## src/rtl/fm_slot_arbiter.sv

```systemverilog
`timescale 1ns/1ps
// SDRAM frame-memory slot arbiter for six requesters (ov_rd, iv_wr, ov_wr, iv_rd, m4_rd, m4_wr).
// Optional idle-slot statistics counter is built only when FM_ARB_STATS_EN is defined.
module fm_slot_arbiter #(
  parameter int AGE_MAX  = 7,
  parameter int BUSY_TMO = 63
) (
  input  logic        clk,
  input  logic        rst,
  input  logic        c_done,
  input  logic        cycle_stp_adv,
  input  logic        cycle_stp,
  input  logic        ov_rd_req,
  input  logic        iv_wr_req,
  input  logic        ov_wr_req,
  input  logic        iv_rd_req,
  input  logic        m4_rd_req,
  input  logic        m4_wr_req,
  input  logic [18:0] ov_rd_adrs,
  input  logic [18:0] ov_wr_adrs,
  input  logic [18:0] m4_rd_adrs,
  input  logic [18:0] m4_wr_adrs,
  input  logic [16:0] iv_wr_adrs,
  input  logic [16:0] iv_rd_adrs,
  input  logic        m4_rd_bank1,
  input  logic        m4_wr_bank1,
  output logic [5:0]  gnt,
  output logic        gnt_valid,
  output logic [18:0] gnt_adrs,
  output logic        gnt_bank1,
  output logic        gnt_we,
  output logic [5:0]  pend,
  output logic [5:0]  overrun,
  output logic        busy_tmo_err,
  output logic [15:0] idle_slots,
  output logic [1:0]  dbg_state
);

  // Handshake: gnt_valid is a one-cycle strobe with no back-pressure; the
  // controller must take gnt/gnt_adrs/gnt_bank1/gnt_we in that same cycle.
  localparam int AGE_W = $clog2(AGE_MAX + 1);
  localparam int TMO_W = $clog2(BUSY_TMO + 1);

  typedef enum logic [1:0] {
    ST_INIT  = 2'd0,
    ST_ARB   = 2'd1,
    ST_GRANT = 2'd2,
    ST_BUSY  = 2'd3
  } state_t;

  state_t             r_state;
  state_t             w_next;
  logic [5:0]         r_pend;
  logic [5:0]         r_overrun;
  logic [18:0]        r_adrs [6];
  logic               r_m4_rd_bank1;
  logic               r_m4_wr_bank1;
  logic [AGE_W-1:0]   r_age;
  logic [TMO_W-1:0]   r_tmo;
  logic               r_tmo_err;
  logic               r_m4_next_wr;
  logic [5:0]         r_gnt;
  logic               r_gnt_valid;
  logic [18:0]        r_gnt_adrs;
  logic               r_gnt_bank1;
  logic               r_gnt_we;

  logic [5:0]         w_req;
  logic [18:0]        w_in_adrs [6];
  logic [5:0]         w_clr;
  logic [5:0]         w_pend_kept;
  logic [1:0]         w_m4_pend;
  logic [5:0]         w_m4_pick;
  logic               w_aged;
  logic [5:0]         w_win;
  logic               w_win_m4;
  logic [18:0]        w_win_adrs;
  logic               w_win_bank1;
  logic               w_win_we;
  logic               w_arb_fire;
  logic               w_tmo_hit;

  assign w_req = {m4_wr_req, m4_rd_req, iv_rd_req, ov_wr_req, iv_wr_req, ov_rd_req};

  always_comb begin
    w_in_adrs[0] = ov_rd_adrs;
    w_in_adrs[1] = {2'b00, iv_wr_adrs};
    w_in_adrs[2] = ov_wr_adrs;
    w_in_adrs[3] = {2'b00, iv_rd_adrs};
    w_in_adrs[4] = m4_rd_adrs;
    w_in_adrs[5] = m4_wr_adrs;
  end

  // The winner's pending bit drops at the end of the grant cycle; a fresh
  // pulse in that same cycle re-arms it with a new address.
  assign w_clr       = (r_state == ST_GRANT) ? r_gnt : 6'b0;
  assign w_pend_kept = r_pend & ~w_clr;

  assign w_m4_pend  = r_pend[5:4];
  assign w_aged     = (|w_m4_pend) && (r_age >= AGE_W'(AGE_MAX));
  assign w_arb_fire = (r_state == ST_ARB) && c_done && cycle_stp_adv && (|r_pend);

  always_comb begin
    w_m4_pick = 6'b0;
    if (w_m4_pend == 2'b11) w_m4_pick = r_m4_next_wr ? 6'b100000 : 6'b010000;
    else if (w_m4_pend[1])  w_m4_pick = 6'b100000;
    else if (w_m4_pend[0])  w_m4_pick = 6'b010000;
  end

  always_comb begin
    w_win = 6'b0;
    if (r_pend[0])      w_win = 6'b000001;
    else if (w_aged)    w_win = w_m4_pick;
    else if (r_pend[1]) w_win = 6'b000010;
    else if (r_pend[2]) w_win = 6'b000100;
    else if (r_pend[3]) w_win = 6'b001000;
    else                w_win = w_m4_pick;
  end

  always_comb begin
    w_win_adrs = 19'b0;
    for (int i = 0; i < 6; i++) begin
      if (w_win[i]) w_win_adrs = r_adrs[i];
    end
  end

  assign w_win_m4    = |w_win[5:4];
  assign w_win_bank1 = w_win[5] ? r_m4_wr_bank1 : (w_win[4] ? r_m4_rd_bank1 : 1'b0);
  assign w_win_we    = |(w_win & 6'b100110);

  always_comb begin
    w_next    = r_state;
    w_tmo_hit = 1'b0;
    if (!c_done) begin
      w_next = ST_INIT;
    end else begin
      case (r_state)
        ST_INIT:  w_next = ST_ARB;
        ST_ARB:   if (cycle_stp_adv && (|r_pend)) w_next = ST_GRANT;
        ST_GRANT: w_next = ST_BUSY;
        ST_BUSY: begin
          if (cycle_stp) begin
            w_next = ST_ARB;
          end else if (r_tmo == TMO_W'(BUSY_TMO - 1)) begin
            w_next    = ST_ARB;
            w_tmo_hit = 1'b1;
          end
        end
        default:  w_next = ST_INIT;
      endcase
    end
  end

  always_ff @(posedge clk) begin
    if (rst) begin
      r_state       <= ST_INIT;
      r_pend        <= 6'b0;
      r_overrun     <= 6'b0;
      r_m4_rd_bank1 <= 1'b0;
      r_m4_wr_bank1 <= 1'b0;
      r_age         <= '0;
      r_tmo         <= '0;
      r_tmo_err     <= 1'b0;
      r_m4_next_wr  <= 1'b0;
      r_gnt         <= 6'b0;
      r_gnt_valid   <= 1'b0;
      r_gnt_adrs    <= 19'b0;
      r_gnt_bank1   <= 1'b0;
      r_gnt_we      <= 1'b0;
      for (int i = 0; i < 6; i++) r_adrs[i] <= 19'b0;
    end else begin
      r_state   <= w_next;
      r_pend    <= w_pend_kept | w_req;
      r_overrun <= r_overrun | (w_req & w_pend_kept);
      for (int i = 0; i < 6; i++) begin
        if (w_req[i] && !w_pend_kept[i]) r_adrs[i] <= w_in_adrs[i];
      end
      if (m4_rd_req && !w_pend_kept[4]) r_m4_rd_bank1 <= m4_rd_bank1;
      if (m4_wr_req && !w_pend_kept[5]) r_m4_wr_bank1 <= m4_wr_bank1;

      // Starvation guard for M4: counts lost arbitrations, clears once served.
      if (!(|w_m4_pend)) begin
        r_age <= '0;
      end else if (w_arb_fire) begin
        if (w_win_m4)                    r_age <= '0;
        else if (r_age < AGE_W'(AGE_MAX)) r_age <= r_age + 1'b1;
      end
      if (w_arb_fire && w_win_m4) r_m4_next_wr <= w_win[4];

      r_tmo <= (r_state == ST_BUSY && w_next == ST_BUSY) ? r_tmo + 1'b1 : '0;
      if (w_tmo_hit) r_tmo_err <= 1'b1;

      r_gnt       <= w_arb_fire ? w_win : 6'b0;
      r_gnt_valid <= w_arb_fire;
      if (w_arb_fire) begin
        r_gnt_adrs  <= w_win_adrs;
        r_gnt_bank1 <= w_win_bank1;
        r_gnt_we    <= w_win_we;
      end
    end
  end

`ifdef FM_ARB_STATS_EN
  logic [15:0] r_idle;
  logic        w_idle_slot;
  assign w_idle_slot = (r_state == ST_ARB) && cycle_stp_adv && !(|r_pend);

  always_ff @(posedge clk) begin
    if (rst)                                r_idle <= 16'b0;
    else if (w_idle_slot && r_idle != 16'hFFFF) r_idle <= r_idle + 16'd1;
  end
  assign idle_slots = r_idle;
`else
  assign idle_slots = 16'b0;
`endif

  assign gnt          = r_gnt;
  assign gnt_valid    = r_gnt_valid;
  assign gnt_adrs     = r_gnt_adrs;
  assign gnt_bank1    = r_gnt_bank1;
  assign gnt_we       = r_gnt_we;
  assign pend         = r_pend;
  assign overrun      = r_overrun;
  assign busy_tmo_err = r_tmo_err;
  assign dbg_state    = r_state;

endmodule
```

## config.mk

```make
export PLATFORM = sky130hd
export DESIGN_NAME = fm_slot_arbiter
export DESIGN_NICKNAME = d
export VERILOG_FILES = /design/src/rtl/fm_slot_arbiter.sv
export SDC_FILE = /design/constraint.sdc
export NUM_CORES = 1
export LEC_CHECK = 0
export BUFFER_PORTS_ARGS = -buffer_cell sky130_fd_sc_hd__buf_2
export CORE_UTILIZATION = 45
export CTS_BUF_LIST = sky130_fd_sc_hd__clkbuf_8 sky130_fd_sc_hd__clkbuf_16
export DETAILED_ROUTE_END_ITERATION = 10
export PLACE_DENSITY = 0.69
export SLEW_MARGIN = 10
export SYNTH_ARGS = -nofsm -noshare
export SYNTH_HDL_FRONTEND = slang
export SYNTH_SLANG_ARGS = --single-unit
```

## constraint.sdc

```tcl
create_clock -name clk -period 3.6 [get_ports clk]
set_input_delay 0.36 -clock clk [delete_from_list [all_inputs] [get_ports clk]]
set_output_delay 0.36 -clock clk [all_outputs]
set_load 0.01 [all_outputs]
```

After elaboration in Yosys (flattened, before gate mapping):

Memory sizes are Yosys's and may differ from the RTL's.
Index checks and enable logic that the tools add are counted.
W data, S select, Z words.

* memory bits (writable): 114
* word-level logic and storage cells: 123
* memories: 1
* output and inout bits: 59
* flip-flop bits (word level): 55

Memories
* r_adrs: words 6, width 19, read ports 6, clocked after memory_dff 0, write ports 6, RTL line 55 `logic [18:0] r_adrs [6];`

* $lt $le $gt $ge: 2
* reductions and logical operators: 29
* equality and inequality tests: 6
* multiplexer cells: 55
* $add $sub $neg: 2
* bitwise logic cells: 14

Operator list (number)
* $mux W19: 12
* $mux W6: 9
* $mux W1: 26
* $logic_and A1 B1 Y1: 13
* $and A6 B6 Y6: 2
* $or A6 B6 Y6: 2
* $reduce_or A2 Y1: 5
* $eq A2 B2 Y1 const B: 4
* $mux W2: 4
* $pmux W2 S4: 1
* $add A6 B1 Y6 const B: 1
* $eq A6 B6 Y1 const B: 1
* $logic_not A1 Y1: 6
* $mux W3: 2
* $not A6 Y6: 1
* $or A1 B1 Y1: 6
* $reduce_or A6 Y1: 1
* $mux W5: 1
* $add A3 B1 Y3 const B: 1
* $ge A3 B3 Y1 const B: 1
* $lt A3 B3 Y1 const B: 1
* $not A1 Y1: 3
* $reduce_or A3 Y1: 1
* $eq A2 B1 Y1 const B: 1
* 3 further kinds: 3

Depth between registers and ports, before layout:

* word-level depth: 14
* gate-level depth with buffers: 8
* gate-level depth less buffers: 7

Worst setup path after synthesis:

OpenSTA, ideal clock, no wires.

* path kind: register to register
* start: register r_age[0]
* end: register r_gnt_adrs[10], in the netlist gnt_adrs[10]
* path slack: 1.491 ns
* buffers on the path: 1
* cell stages (with the launch flop): 9
* data required time: 3.497 ns
* arrival time: 2.005 ns
* path through: dfxtp_1 > ha_1 > ha_1 > a31oi_1 > o32ai_1 > clkbuf_1 > o31ai_1 > a221oi_2 > a2111oi_2

* longest elaborated chain between the ends: 10

Ends and longest elaborated chain
* from (decl): RTL line 58 `logic [AGE_W-1:0] r_age;`
* from (signal assigned): RTL line 186 `else if (r_age < AGE_W'(AGE_MAX)) r_age <= r_age + 1'b1;`
* $ge A3 B3 Y1 (*): RTL line 100 `assign w_aged = (|w_m4_pend) && (r_age >= AGE_W'(AGE_MAX));`
* $logic_and A1 B1 Y1 (*): RTL line 100
* $mux W6 (*): RTL line 113 `else if (w_aged) w_win = w_m4_pick;`
* $mux W6 (*): RTL line 112 `if (r_pend[0]) w_win = 6'b000001;`
* $mux W19 (5 in series): RTL line 123 `if (w_win[i]) w_win_adrs = r_adrs[i];`
* $mux W19 (*): RTL line 123
* to (signal assigned): RTL line 196 `r_gnt_adrs <= w_win_adrs;`
* to (decl): RTL line 64 `logic [18:0] r_gnt_adrs;`

Every way passes the cells marked *; elsewhere a longest branch is shown, timed or not.
A chain may end at the register's enable or synchronous reset.

Final worst setup path:

Ends and elaborated chain as after synthesis.

==> run_results.csv <==
group,metric,value,unit
outcome,status,"completed",
final_layout,fillers,1377,
timing,drv_slew,0,
timing,slew_headroom,21.7,%
critical_path,worst_r2r_endpoint,"gnt_adrs[10]",
global_routing,gr-usage-met2,37.1,%
place,place_hpwl,13.8,mm
run,drv_cap,0,
clocking,cts_resized,0,
power_and_ir_drop,leakagePower,3.70,nW
yosys,netlist.area_leader.share,44.6,%
final_layout,area_delta_synth_final,20.0,%
yosys,synth-edff-count,110,
timing,max_freq,377,MHz
power_and_ir_drop,p_per_area,487,mW/mm^2
critical_path,critPathMaxFanout,11,
global_routing,gr-total-overflow,0,
clocking,clkTransAtPathRegs,0.06,ns
final_layout,nets,919,
final_layout,fin_cells,1021,
critical_path,critPathBufInv,1,
place,place_congestion,0.819,
routing,vias,5307,
floorplanning,core_area,0.0159,sq mm
timing,tightest_slew,1.17,ns
clocking,cts_root_buf,"clkbuf_16",
worst_hold_path,worstHoldPathType,"input port to flip-flop",
critical_path,critPathMostFrequentCell,"ha_1",
critical_path,rrSetupSlack,0.95,ns
floorplanning,boundaryPins,182,
place,portBuffers,165,
global_routing,grt-busiest-layer,"met2",
worst_hold_path,hold_path_end,"pend[4]",
routing,viasPerCell,5.20,
yosys,synthDistinctLibCells,57,
yosys,synth_ff_type,"edfxtp_1",
routing,ant_nets,0,
clocking,hold_buffers,0,
critical_path,r2r-start,"r_age[0]",
yosys,synth.largest_area_cell,"edfxtp_1",
critical_path,critPathCaptureType,"flip-flop",
routing,post-route-drc-count,0,
timing,finalSetupTns,0,ns
floorplanning,num_rows,46,
timing,rsz0062_at_grt,"no",
yosys,ys_seq_area_share,59.5,%
timing,layout_worst_path_cycle_share,73.6,%
critical_path,critPathRequiredTime,3.93,ns
timing,hold_viol,0,
global_routing,grt_usage,22.2,%
yosys,ys_warn_count,0,
critical_path,crit_path_top_delay_cell,"o31ai_1",
timing,setup_violations,0,
global_routing,grt_max_degree,44,
floorplanning,start_util,46.4,%
critical_path,slowest_delay,0.58,ns
power_and_ir_drop,ir_drop,376,uV
routing,wl_per_cell,17.9,um
critical_path,crit_type,"flip-flop to flip-flop",
floorplanning,die-area,0.0170,sq mm
place,placed_cells,989,
final_layout,final_layout_size_suffix_gt1_share,29.4,%
worst_hold_path,min_from,"m4_rd_req",
clocking,worstSkewPairLatency,0.43,ns
floorplanning,die_h,130,um
clocking,cts_tree,"built",
critical_path,worstSetupStartpointType,"flip-flop",
critical_path,reg2regPathDepth,8,
clocking,numCtsBuffers,17,
clocking,htree_num_levels,4,
critical_path,cp_data_arrival_time,2.98,ns
global_routing,antenna_found_initial,0,
final_layout,n_antenna_cell,0,
routing,drt-total-wl,18.3,mm
clocking,cts.path.max_buffers,2,
global_routing,grt_pass1_vias,5268,
global_routing,met1_usage,27.2,%
yosys,synth_seq_cells,165,
floorplanning,die_x,130,um
timing,layout_min_cycle_time,2.65,ns
yosys,avgSynthCellArea,11.7,sq um
critical_path,critPathTopFamily,"compound AO/OA/AOI/OAI gates",
worst_hold_path,min_path_cells,3,
critical_path,path_cells,"ha_1 -> ha_1 -> a31oi_1 -> o32ai_1 -> buf_4 -> o31ai_1 -> a221oi_2 -> a2111oi_2",
yosys,syn_inst,635,
routing,firstDrtPassIters,5,
clocking,post-cts-setup-buffer-count,0,
final_layout,final_util,55.7,%
global_routing,grt_pass1_wl,27.4,mm
timing,finClkSkew,0.0103,ns
yosys,syn_area,0.00740,sq mm
yosys,synth-async-reset-ratio,0,%
clocking,cts.sinks,165,
global_routing,grt_use_met3,3.90,%
routing,first_iter_violations,301,
yosys,synth_area_leaders,"edfxtp_1 45%, dfxtp_1 15%, and2_1 9.4%",
sequential cells by signal, summed over array words and instances (netlist names):
signal,flops
overrun,6
gnt_adrs,19
r_m4_rd_bank1,1
gnt,6
gnt_we,1
r_tmo,6
r_adrs,110
pend,6
r_m4_wr_bank1,1
busy_tmo_err,1
gnt_bank1,1
r_age,3
dbg_state,2
r_m4_next_wr,1
gnt_valid,1
layout make-up:
cell class,instances,area (sq um),area share (%)
sequential,165,4400,49.6
multi-input combinational,429,2750,30.9
timing repair buffer,173,886,9.98
clock buffer,18,450,5.07
tap,216,270,3.04
clock inverter,14,100,1.13
inverter,6,22.5,0.254
layout by cell type, fill, tap and decap left out, types with 3 or more instances in the layout:
cell type,n
a2111oi_2,10
a211o_1,6
a21boi_0,5
a21oi_1,14
a221oi_1,9
a221oi_2,10
a2bb2oi_1,6
and2_1,111
buf_2,165
buf_4,8
clkbuf_16,18
clkinv_2,4
clkinv_4,3
conb_1,16
dfxtp_1,55
edfxtp_1,110
ha_1,4
inv_1,7
mux2i_1,7
nand2_1,44
nand2b_1,20
nand3_1,5
nor2_1,61
nor2b_1,12
nor3_1,4
o21ai_0,14
o22ai_1,23
o31ai_1,11
o32ai_1,3
metal layers:
layer	part of all wire, %	wire [um]
met1	42	7640
met4	3.7	671
met2	49	9040
met5	0	0
met3	5.1	941
synthesized netlist by cell type (5+ instances only):
library cell and count:
dfxtp_1 55, inv_1 6, a221oi_1 9, nand2_1 44, nor2_1 61, and2_1 111, a21oi_1 14, buf_4 18
clkbuf_1 22, mux2i_1 7, a2111oi_2 10, nand2b_1 20, edfxtp_1 110, a21boi_0 5, o22ai_1 23, o31ai_1 11
a211o_1 6, o21ai_0 14, nand3_1 5, nor2b_1 12, a221oi_2 10, buf_2 5, a2bb2oi_1 6
logic make-up after synthesis:
kind of cell | Yosys count | synth area share [%]
muxes | 8 | 1.10
xor gates and xnor gates | 4 | 0.473
AOI/OAI and AO/OA | 131 | 14.9
DFF | 165 | 59.5
adders and majority gates | 4 | 0.676
buffers and inverters | 56 | 4.14
and+or+nand+nor | 266 | 19.1
other | 1 | 0.0507
stage by stage:
step | power (mW) | setup slack [ns] | cell area [sq um] | hold WS, ns
after floorplan | 2.50 | 1.49 | 7460 | 0.430
after global placement | 2.66 | 1.05 | 8330 | 0.444
after detailed placement | 2.67 | 1.02 | 8330 | 0.449
after CTS | 4.34 | 1.00 | 8880 | 0.161
after global routing | 4.46 | 0.764 | 8880 | 0.179
final | 4.32 | 0.951 | 8880 | 0.176
worst max path at each step:
stage	from	end	slack (ns)	depth (start not counted)
floorplan	r_age[0]	gnt_adrs[10]	1.49	8
global placement	pend[1]	gnt_adrs[0]	1.05	5
detailed placement	pend[1]	gnt_adrs[0]	1.02	5
CTS	pend[1]	gnt_adrs[0]	1.00	5
global route	dbg_state[1]	r_adrs[0][16]	0.76	5
finish	r_age[0]	gnt_adrs[10]	0.95	8
power breakdown:
group | switching (mW) | internal, mW | leakage, nW
sequential | 0.0594 | 2.14 | 1.63
combinational | 0.258 | 0.172 | 1.79
clock | 0.762 | 0.926 | 0.275
total | 1.08 | 3.24 | 3.70
worst reg2reg max path, cell delays in order, from the launching register on:
cell	delay (ns)
dfxtp_1	0.36
ha_1	0.21
ha_1	0.19
a31oi_1	0.40
o32ai_1	0.14
buf_4	0.21
o31ai_1	0.58
a221oi_2	0.14
a2111oi_2	0.30
Power figures use the tool's default switching activity.
